[src/rtl/lc3_ctrl_fsm_if.sv]
// Control/status bundle between the LC-3 control FSM and its datapath/memory.
// master = controller side, slave = datapath/memory side.
interface lc3_ctrl_fsm_if;
  logic [15:0] ir;
  logic [2:0]  nzp;
  logic        mem_ack;
  logic        mem_req;
  logic        mem_we;
  logic        addr_sel;
  logic        ld_ir;
  logic        ld_pc;
  logic        ld_r7;
  logic        ld_reg;
  logic        ld_cc;
  logic        ld_mar;
  logic        ld_mdr;
  logic [1:0]  pc_sel;
  logic [1:0]  reg_src;
  logic        mar_src;
  logic [3:0]  state_o;
  logic        instr_done;
  logic        err_illegal;
  logic        err_timeout;

  modport master (
    input  ir, nzp, mem_ack,
    output mem_req, mem_we, addr_sel, ld_ir, ld_pc, ld_r7, ld_reg, ld_cc,
           ld_mar, ld_mdr, pc_sel, reg_src, mar_src, state_o,
           instr_done, err_illegal, err_timeout
  );

  modport slave (
    output ir, nzp, mem_ack,
    input  mem_req, mem_we, addr_sel, ld_ir, ld_pc, ld_r7, ld_reg, ld_cc,
           ld_mar, ld_mdr, pc_sel, reg_src, mar_src, state_o,
           instr_done, err_illegal, err_timeout
  );
endinterface

[src/rtl/lc3_ctrl_fsm.sv]
// LC-3 multicycle control FSM: fetch/decode/execute sequencing with
// memory wait states guarded by a timeout counter.
module lc3_ctrl_fsm #(
  parameter int MEM_TIMEOUT = 15
) (
  input  logic           clk,
  input  logic           rst,
  lc3_ctrl_fsm_if.master bus
);

  typedef enum logic [3:0] {
    S_FETCH  = 4'd0,
    S_DECODE = 4'd1,
    S_EXEC   = 4'd2,
    S_ADDR   = 4'd3,
    S_IND    = 4'd4,
    S_RD     = 4'd5,
    S_WR     = 4'd6,
    S_WB     = 4'd7,
    S_CTL    = 4'd8
  } state_t;

  localparam int CW = (MEM_TIMEOUT > 16) ? $clog2(MEM_TIMEOUT) : 4;
  localparam logic [CW-1:0] CNT_MAX = CW'(MEM_TIMEOUT - 1);

  state_t        state_reg, state_next;
  logic [CW-1:0] cnt_reg, cnt_next;
  logic          hold_reg, hold_next;

  // One-hot opcode decode of ir[15:12].
  logic [15:0] op_hot;
  genvar gi;
  generate
    for (gi = 0; gi < 16; gi++) begin : g_op
      assign op_hot[gi] = (bus.ir[15:12] == 4'(gi));
    end
  endgenerate

  logic op_alu, op_lea, op_mem, op_ctl, op_ind, op_rd, op_wr;
  logic op_br, op_jsr, op_jmp;
  assign op_lea = op_hot[14];
  assign op_alu = op_hot[1] | op_hot[5] | op_hot[9] | op_lea;
  assign op_ind = op_hot[10] | op_hot[11];
  assign op_rd  = op_hot[2] | op_hot[6];
  assign op_wr  = op_hot[3] | op_hot[7];
  assign op_mem = op_ind | op_rd | op_wr;
  assign op_br  = op_hot[0];
  assign op_jsr = op_hot[4];
  assign op_jmp = op_hot[12];
  assign op_ctl = op_br | op_jsr | op_jmp;

  logic br_taken;
  assign br_taken = (bus.ir[11] & bus.nzp[2]) | (bus.ir[10] & bus.nzp[1]) |
                    (bus.ir[9] & bus.nzp[0]);

  // FETCH right after a timeout is a dead cycle with mem_req low.
  logic wait_state, acked, timeout;
  assign wait_state = ((state_reg == S_FETCH) & ~hold_reg) | (state_reg == S_IND) |
                      (state_reg == S_RD) | (state_reg == S_WR);
  assign acked      = wait_state & bus.mem_ack;
  assign timeout    = wait_state & ~bus.mem_ack & (cnt_reg == CNT_MAX);

  always_ff @(posedge clk) begin
    if (rst) begin
      state_reg <= S_FETCH;
      cnt_reg   <= '0;
      hold_reg  <= 1'b0;
    end else begin
      state_reg <= state_next;
      cnt_reg   <= cnt_next;
      hold_reg  <= hold_next;
    end
  end

  always_comb begin
    state_next = state_reg;
    case (state_reg)
      S_FETCH: begin
        if (acked) state_next = S_DECODE;
      end
      S_DECODE: begin
        if (op_alu)      state_next = S_EXEC;
        else if (op_mem) state_next = S_ADDR;
        else if (op_ctl) state_next = S_CTL;
        else             state_next = S_FETCH;
      end
      S_ADDR: begin
        if (op_ind)     state_next = S_IND;
        else if (op_rd) state_next = S_RD;
        else if (op_wr) state_next = S_WR;
        else            state_next = S_FETCH;
      end
      S_IND: begin
        if (acked)        state_next = op_hot[11] ? S_WR : S_RD;
        else if (timeout) state_next = S_FETCH;
      end
      S_RD: begin
        if (acked)        state_next = S_WB;
        else if (timeout) state_next = S_FETCH;
      end
      S_WR: begin
        if (acked | timeout) state_next = S_FETCH;
      end
      default: state_next = S_FETCH;
    endcase

    hold_next = timeout;
    // Counter restarts on every state change, ack or timeout.
    if ((state_next != state_reg) || acked || timeout || !wait_state)
      cnt_next = '0;
    else
      cnt_next = cnt_reg + 1'b1;
  end

  always_comb begin
    bus.mem_req     = 1'b0;
    bus.mem_we      = 1'b0;
    bus.addr_sel    = 1'b0;
    bus.ld_ir       = 1'b0;
    bus.ld_pc       = 1'b0;
    bus.ld_r7       = 1'b0;
    bus.ld_reg      = 1'b0;
    bus.ld_cc       = 1'b0;
    bus.ld_mar      = 1'b0;
    bus.ld_mdr      = 1'b0;
    bus.pc_sel      = 2'd0;
    bus.reg_src     = 2'd0;
    bus.mar_src     = 1'b0;
    bus.instr_done  = 1'b0;
    bus.err_illegal = 1'b0;
    bus.err_timeout = 1'b0;
    bus.state_o     = 4'd0;
    if (!rst) begin
      bus.state_o     = state_reg;
      bus.err_timeout = timeout;
      case (state_reg)
        S_FETCH: begin
          if (!hold_reg) begin
            bus.mem_req = 1'b1;
            if (bus.mem_ack) begin
              bus.ld_ir = 1'b1;
              bus.ld_pc = 1'b1;
            end
          end
        end
        S_DECODE: begin
          if (!(op_alu | op_mem | op_ctl)) begin
            bus.err_illegal = 1'b1;
            bus.instr_done  = 1'b1;
          end
        end
        S_EXEC: begin
          bus.ld_reg     = 1'b1;
          bus.ld_cc      = 1'b1;
          bus.reg_src    = op_lea ? 2'd2 : 2'd0;
          bus.instr_done = 1'b1;
        end
        S_ADDR: bus.ld_mar = 1'b1;
        S_IND: begin
          bus.mem_req  = 1'b1;
          bus.addr_sel = 1'b1;
          if (bus.mem_ack) begin
            bus.ld_mar  = 1'b1;
            bus.mar_src = 1'b1;
          end
        end
        S_RD: begin
          bus.mem_req  = 1'b1;
          bus.addr_sel = 1'b1;
          bus.ld_mdr   = bus.mem_ack;
        end
        S_WB: begin
          bus.ld_reg     = 1'b1;
          bus.ld_cc      = 1'b1;
          bus.reg_src    = 2'd1;
          bus.instr_done = 1'b1;
        end
        S_WR: begin
          bus.mem_req    = 1'b1;
          bus.mem_we     = 1'b1;
          bus.addr_sel   = 1'b1;
          bus.instr_done = bus.mem_ack;
        end
        S_CTL: begin
          bus.instr_done = op_ctl;
          if (op_br && br_taken) begin
            bus.ld_pc  = 1'b1;
            bus.pc_sel = 2'd1;
          end else if (op_jmp) begin
            bus.ld_pc  = 1'b1;
            bus.pc_sel = 2'd3;
          end else if (op_jsr) begin
            bus.ld_r7  = 1'b1;
            bus.ld_pc  = 1'b1;
            bus.pc_sel = bus.ir[11] ? 2'd2 : 2'd3;
          end
        end
        default: ;
      endcase
    end
  end

endmodule

[src/flat_wrapper.sv]
// flat-port wrapper written by rule: the top's interface ports become plain ports
module lc3_ctrl_fsm_flat 
#(
  parameter int MEM_TIMEOUT = 15
)
  (clk, rst, bus_ir, bus_nzp, bus_mem_ack, bus_mem_req, bus_mem_we, bus_addr_sel, bus_ld_ir, bus_ld_pc, bus_ld_r7, bus_ld_reg, bus_ld_cc, bus_ld_mar, bus_ld_mdr, bus_pc_sel, bus_reg_src, bus_mar_src, bus_state_o, bus_instr_done, bus_err_illegal, bus_err_timeout);
  lc3_ctrl_fsm_if bus_i ();
  input  logic clk;
  input  logic rst;
  input wire logic [$bits(bus_i.ir)-1:0] bus_ir;
  input wire logic [$bits(bus_i.nzp)-1:0] bus_nzp;
  input wire logic [$bits(bus_i.mem_ack)-1:0] bus_mem_ack;
  output wire logic [$bits(bus_i.mem_req)-1:0] bus_mem_req;
  output wire logic [$bits(bus_i.mem_we)-1:0] bus_mem_we;
  output wire logic [$bits(bus_i.addr_sel)-1:0] bus_addr_sel;
  output wire logic [$bits(bus_i.ld_ir)-1:0] bus_ld_ir;
  output wire logic [$bits(bus_i.ld_pc)-1:0] bus_ld_pc;
  output wire logic [$bits(bus_i.ld_r7)-1:0] bus_ld_r7;
  output wire logic [$bits(bus_i.ld_reg)-1:0] bus_ld_reg;
  output wire logic [$bits(bus_i.ld_cc)-1:0] bus_ld_cc;
  output wire logic [$bits(bus_i.ld_mar)-1:0] bus_ld_mar;
  output wire logic [$bits(bus_i.ld_mdr)-1:0] bus_ld_mdr;
  output wire logic [$bits(bus_i.pc_sel)-1:0] bus_pc_sel;
  output wire logic [$bits(bus_i.reg_src)-1:0] bus_reg_src;
  output wire logic [$bits(bus_i.mar_src)-1:0] bus_mar_src;
  output wire logic [$bits(bus_i.state_o)-1:0] bus_state_o;
  output wire logic [$bits(bus_i.instr_done)-1:0] bus_instr_done;
  output wire logic [$bits(bus_i.err_illegal)-1:0] bus_err_illegal;
  output wire logic [$bits(bus_i.err_timeout)-1:0] bus_err_timeout;
  assign bus_i.ir = bus_ir;
  assign bus_i.nzp = bus_nzp;
  assign bus_i.mem_ack = bus_mem_ack;
  assign bus_mem_req = bus_i.mem_req;
  assign bus_mem_we = bus_i.mem_we;
  assign bus_addr_sel = bus_i.addr_sel;
  assign bus_ld_ir = bus_i.ld_ir;
  assign bus_ld_pc = bus_i.ld_pc;
  assign bus_ld_r7 = bus_i.ld_r7;
  assign bus_ld_reg = bus_i.ld_reg;
  assign bus_ld_cc = bus_i.ld_cc;
  assign bus_ld_mar = bus_i.ld_mar;
  assign bus_ld_mdr = bus_i.ld_mdr;
  assign bus_pc_sel = bus_i.pc_sel;
  assign bus_reg_src = bus_i.reg_src;
  assign bus_mar_src = bus_i.mar_src;
  assign bus_state_o = bus_i.state_o;
  assign bus_instr_done = bus_i.instr_done;
  assign bus_err_illegal = bus_i.err_illegal;
  assign bus_err_timeout = bus_i.err_timeout;
  lc3_ctrl_fsm #(.MEM_TIMEOUT(MEM_TIMEOUT)) u_core (.clk(clk), .rst(rst), .bus(bus_i));
endmodule
[config.mk]
export PLATFORM = sky130hd
export DESIGN_NAME = lc3_ctrl_fsm_flat
export DESIGN_NICKNAME = d
export VERILOG_FILES = /design/src/rtl/lc3_ctrl_fsm_if.sv /design/src/rtl/lc3_ctrl_fsm.sv /design/src/flat_wrapper.sv
export SDC_FILE = /design/constraint.sdc
export NUM_CORES = 1
export LEC_CHECK = 0
export ABC_AREA = 1
export BUFFER_PORTS_ARGS = -buffer_cell sky130_fd_sc_hd__buf_4
export CAP_MARGIN = 30
export CORE_UTILIZATION = 23
export CTS_CLUSTER_DIAMETER = 100
export DETAILED_ROUTE_END_ITERATION = 6
export GPL_TIMING_DRIVEN = 0
export MAX_ROUTING_LAYER = met4
export PLACE_DENSITY = 0.51
export SLEW_MARGIN = 10
export SYNTH_ARGS = -nofsm -noshare
export SYNTH_HDL_FRONTEND = slang
export SYNTH_SLANG_ARGS = --single-unit
[constraint.sdc]
create_clock -name clk -period 1.1 [get_ports clk]
set_input_delay 0.22 -clock clk [delete_from_list [all_inputs] [get_ports clk]]
set_output_delay 0.22 -clock clk [all_outputs]
set_load 0.01 [all_outputs]
==> flow_metrics.tcl <==
set metrics [dict create \
    fin_util_pct 49.4 \
    fmax_mhz 603 \
    seqCellArea_um2 194 \
    endpoint_kind "output pin" \
    synthToLayoutAreaGrowth_pct 99.0 \
    netlist_area_um2 769 \
    yosysWarnings 0 \
    initial_utilization_pct 24.8 \
    wire_per_inst_um 11.4 \
    post-place-ws_ns -0.426 \
    fin_total_pwr_w 0.000956 \
    async_flop_share_pct 0 \
    slowest_stage "dfxtp_4" \
    nNetsFinal 214 \
    p_per_area_nw_per_um2 624 \
    synth_area_leaders "dfxtp_1 (23%), nor2_1 (14%), nand2_1 (12%), inv_1 (7.8%), nand3_1 (7.2%)" \
    cp.arrival_ns 1.44 \
    hp-class "in -> reg" \
    synth_cell_type_count 25 \
    synth.most_common_cell "nor2_1" \
    wirelength_mm 2.66 \
    violations "negative setup slack" \
    synth_common_cells "nor2_1 (29), nand2_1 (24), inv_1 (16)" \
    syn_inst 132 \
    critPathRequiredTime_ns 0.88 \
    clk_path_buf_depth 2 \
    cp_max_fo 4 \
    clk_latency_ns 0.25 \
    gr-usage-all-layers_pct 15.8 \
    htree_levels 1 \
    grt_pass1_vias 946 \
    viasPerCell 4.48 \
    syn_nets 156 \
    port_buffers 34 \
    core_area_um2 3100 \
    grt-ovfl-total 0 \
    start_kind "flop" \
    clock_sinks 9 \
    die_h_um 59.8 \
    drcViolationCount 0 \
    multiInputGateArea_um2 696 \
    critical_path_class "reg -> out" \
    critPathBufInv 1 \
    cp_top_family "simple AND/OR/NAND/NOR gates" \
    netlist.area_leader.share_pct 23.4 \
    finalCritPeriodShare_pct 151 \
    num_rows 20 \
    cts_root_buffer "clkbuf_4" \
    cellLeakagePower_nw 0.721 \
    grt_antenna_before_repair 0 \
    ff2ff_path_depth 8 \
    finalSetupViolations 29 \
    drive_gt1_share_pct 57.7 \
    slew_headroom_pct 64.3 \
    rsz0062_at_grt "true" \
    synth-seq-cells 9 \
    yosys.area.top_type "dfxtp_1" \
    cts_hold_buf 0 \
    fin_worst_skew_ns 0.000284 \
    hold_violations 0 \
    cp_cell_sequence "nor2_4 -> nand3_2 -> nand3b_1 -> a31oi_2 -> buf_4" \
    dieArea_um2 3580 \
    grt_max_degree 11 \
    diodes 0 \
    n_fill_cell 309 \
    dominantRegCellSynth "dfxtp_1" \
    peakVddDrop_mv 0.468 \
    ioPinCount 44 \
    cp.depth 5 \
    ys_seq_area_share_pct 23.4 \
    detail_route.iter0.violations 51 \
    crit_path_max_incr_delay_ns 0.37 \
    worst_pin_slew_ns 0.535 \
    outcome "finished, violations left" \
    clkTransAtPathRegs_ns 0.06 \
    die_x_um 59.8 \
    synth_edf_count 0 \
    vias 1044 \
    syn_avg_cell_area_um2 5.83 \
    fin_crit_ns 1.66 \
    gp_congestion 0.847 \
    grt_pass1_wl_mm 4.18 \
    finalMaxSlewViolations 0 \
    cap_violations 0 \
    hold_depth 4 \
    first_pass_iters 4 \
    setup_ws_ns -0.558 \
    dpl.hpwl_mm 1.91 \
    antenna_left 0 \
    cts_tree "built" \
    numCtsBuffers 3 \
]
power by group:
group | leakage [nW] | internal (W) | total [W] | switching [W]
Clock | 0.0150 | 0.000139 | 0.000248 | 0.000109
Sequential | 0.0761 | 0.000335 | 0.000351 | 0.0000162
Combinational | 0.629 | 0.000167 | 0.000357 | 0.000190
Total | 0.721 | 0.000641 | 0.000956 | 0.000315
worst paths after layout:
check | start | endpoint | slack [ns]
max | u_core.state_reg[2]$_SDFF_PP0_ | bus_instr_done | -0.56
min | rst | u_core.cnt_reg[0]$_SDFF_PP0_ | 0.28
max reg2reg | u_core.state_reg[2]$_SDFF_PP0_ | u_core.state_reg[1]$_SDFF_PP0_ | -0.27
min reg2reg | u_core.cnt_reg[0]$_SDFF_PP0_ | u_core.cnt_reg[0]$_SDFF_PP0_ | 0.43
stage by stage:
step	instance area [µm²]	instances	setup TNS, ns	hold WS (ns)
after floorplan	822	132	-0.828	0.405
after global placement	1130	210	-5.21	0.447
after detailed placement	1130	210	-5.25	0.460
after CTS	1330	222	-9.50	0.269
after global routing	1530	233	-12.10	0.281
final	1530	233	-9.68	0.280
cells in the final DEF (no fill, tap or decap), drive strengths merged:
master  count
nor4        2
o21ai       3
nand3      12
a21oi       5
nor3        7
xor2        1
ha          2
nor2       31
nand2      27
nand4       4
a31oi       2
or2         1
buf        55
nand3b      2
xnor2       1
inv        19
clkbuf      6
dfxtp       9
layer usage:
metal  wire length (µm)  up-vias  GRT usage, %  share of wire, %
li1                   -      539             -                 -
met1               1170      482          19.0                44
met2               1390       23          26.8                52
met3                 94        0          3.46               3.5
met4                  0        0          3.65                 0
met5                  0        -             -                 0
cells by family (layout without fill, tap and decap cells):
logic type,Yosys count,in the layout,share of synthesized area [%]
and+or+nand+nor,86,86,51.1
buffers and inverters,23,80,12.7
AOI/OAI and AO/OA,10,10,7.32
DFF,9,9,23.4
adders and majority gates,2,2,3.25
xor gates and xnor gates,2,2,2.28
tightest hold or removal path, delay by kind of cell:
| family | cells | cell delay [ns] |
|---|---|---|
| AO/OA/AOI/OAI | 1 | 0.05 |
| buffers and inverters | 1 | 0.10 |
| AND/OR/NAND/NOR | 2 | 0.13 |
final cells by class:
cell class | count | area share [%]
inverters | 19 | 5.80
plain buffers | 4 | 2.04
multi-input cells | 100 | 45.4
flip-flops and latches | 9 | 12.7
repair buffers | 53 | 28.8
clock buffers | 4 | 1.72
well taps | 44 | 3.59
repair_timing:
action / 4_1_cts / 5_1_grt
hold endpoints to repair: 0 / 0
setup buffers: 8 / 11
endpoints found under the setup margin: 30 / 30
gates resized for setup: 29 / 35
pin swaps: 10 / 15
gates cloned: 0 / 0
Note: power is estimated with default switching activity, not from simulation.
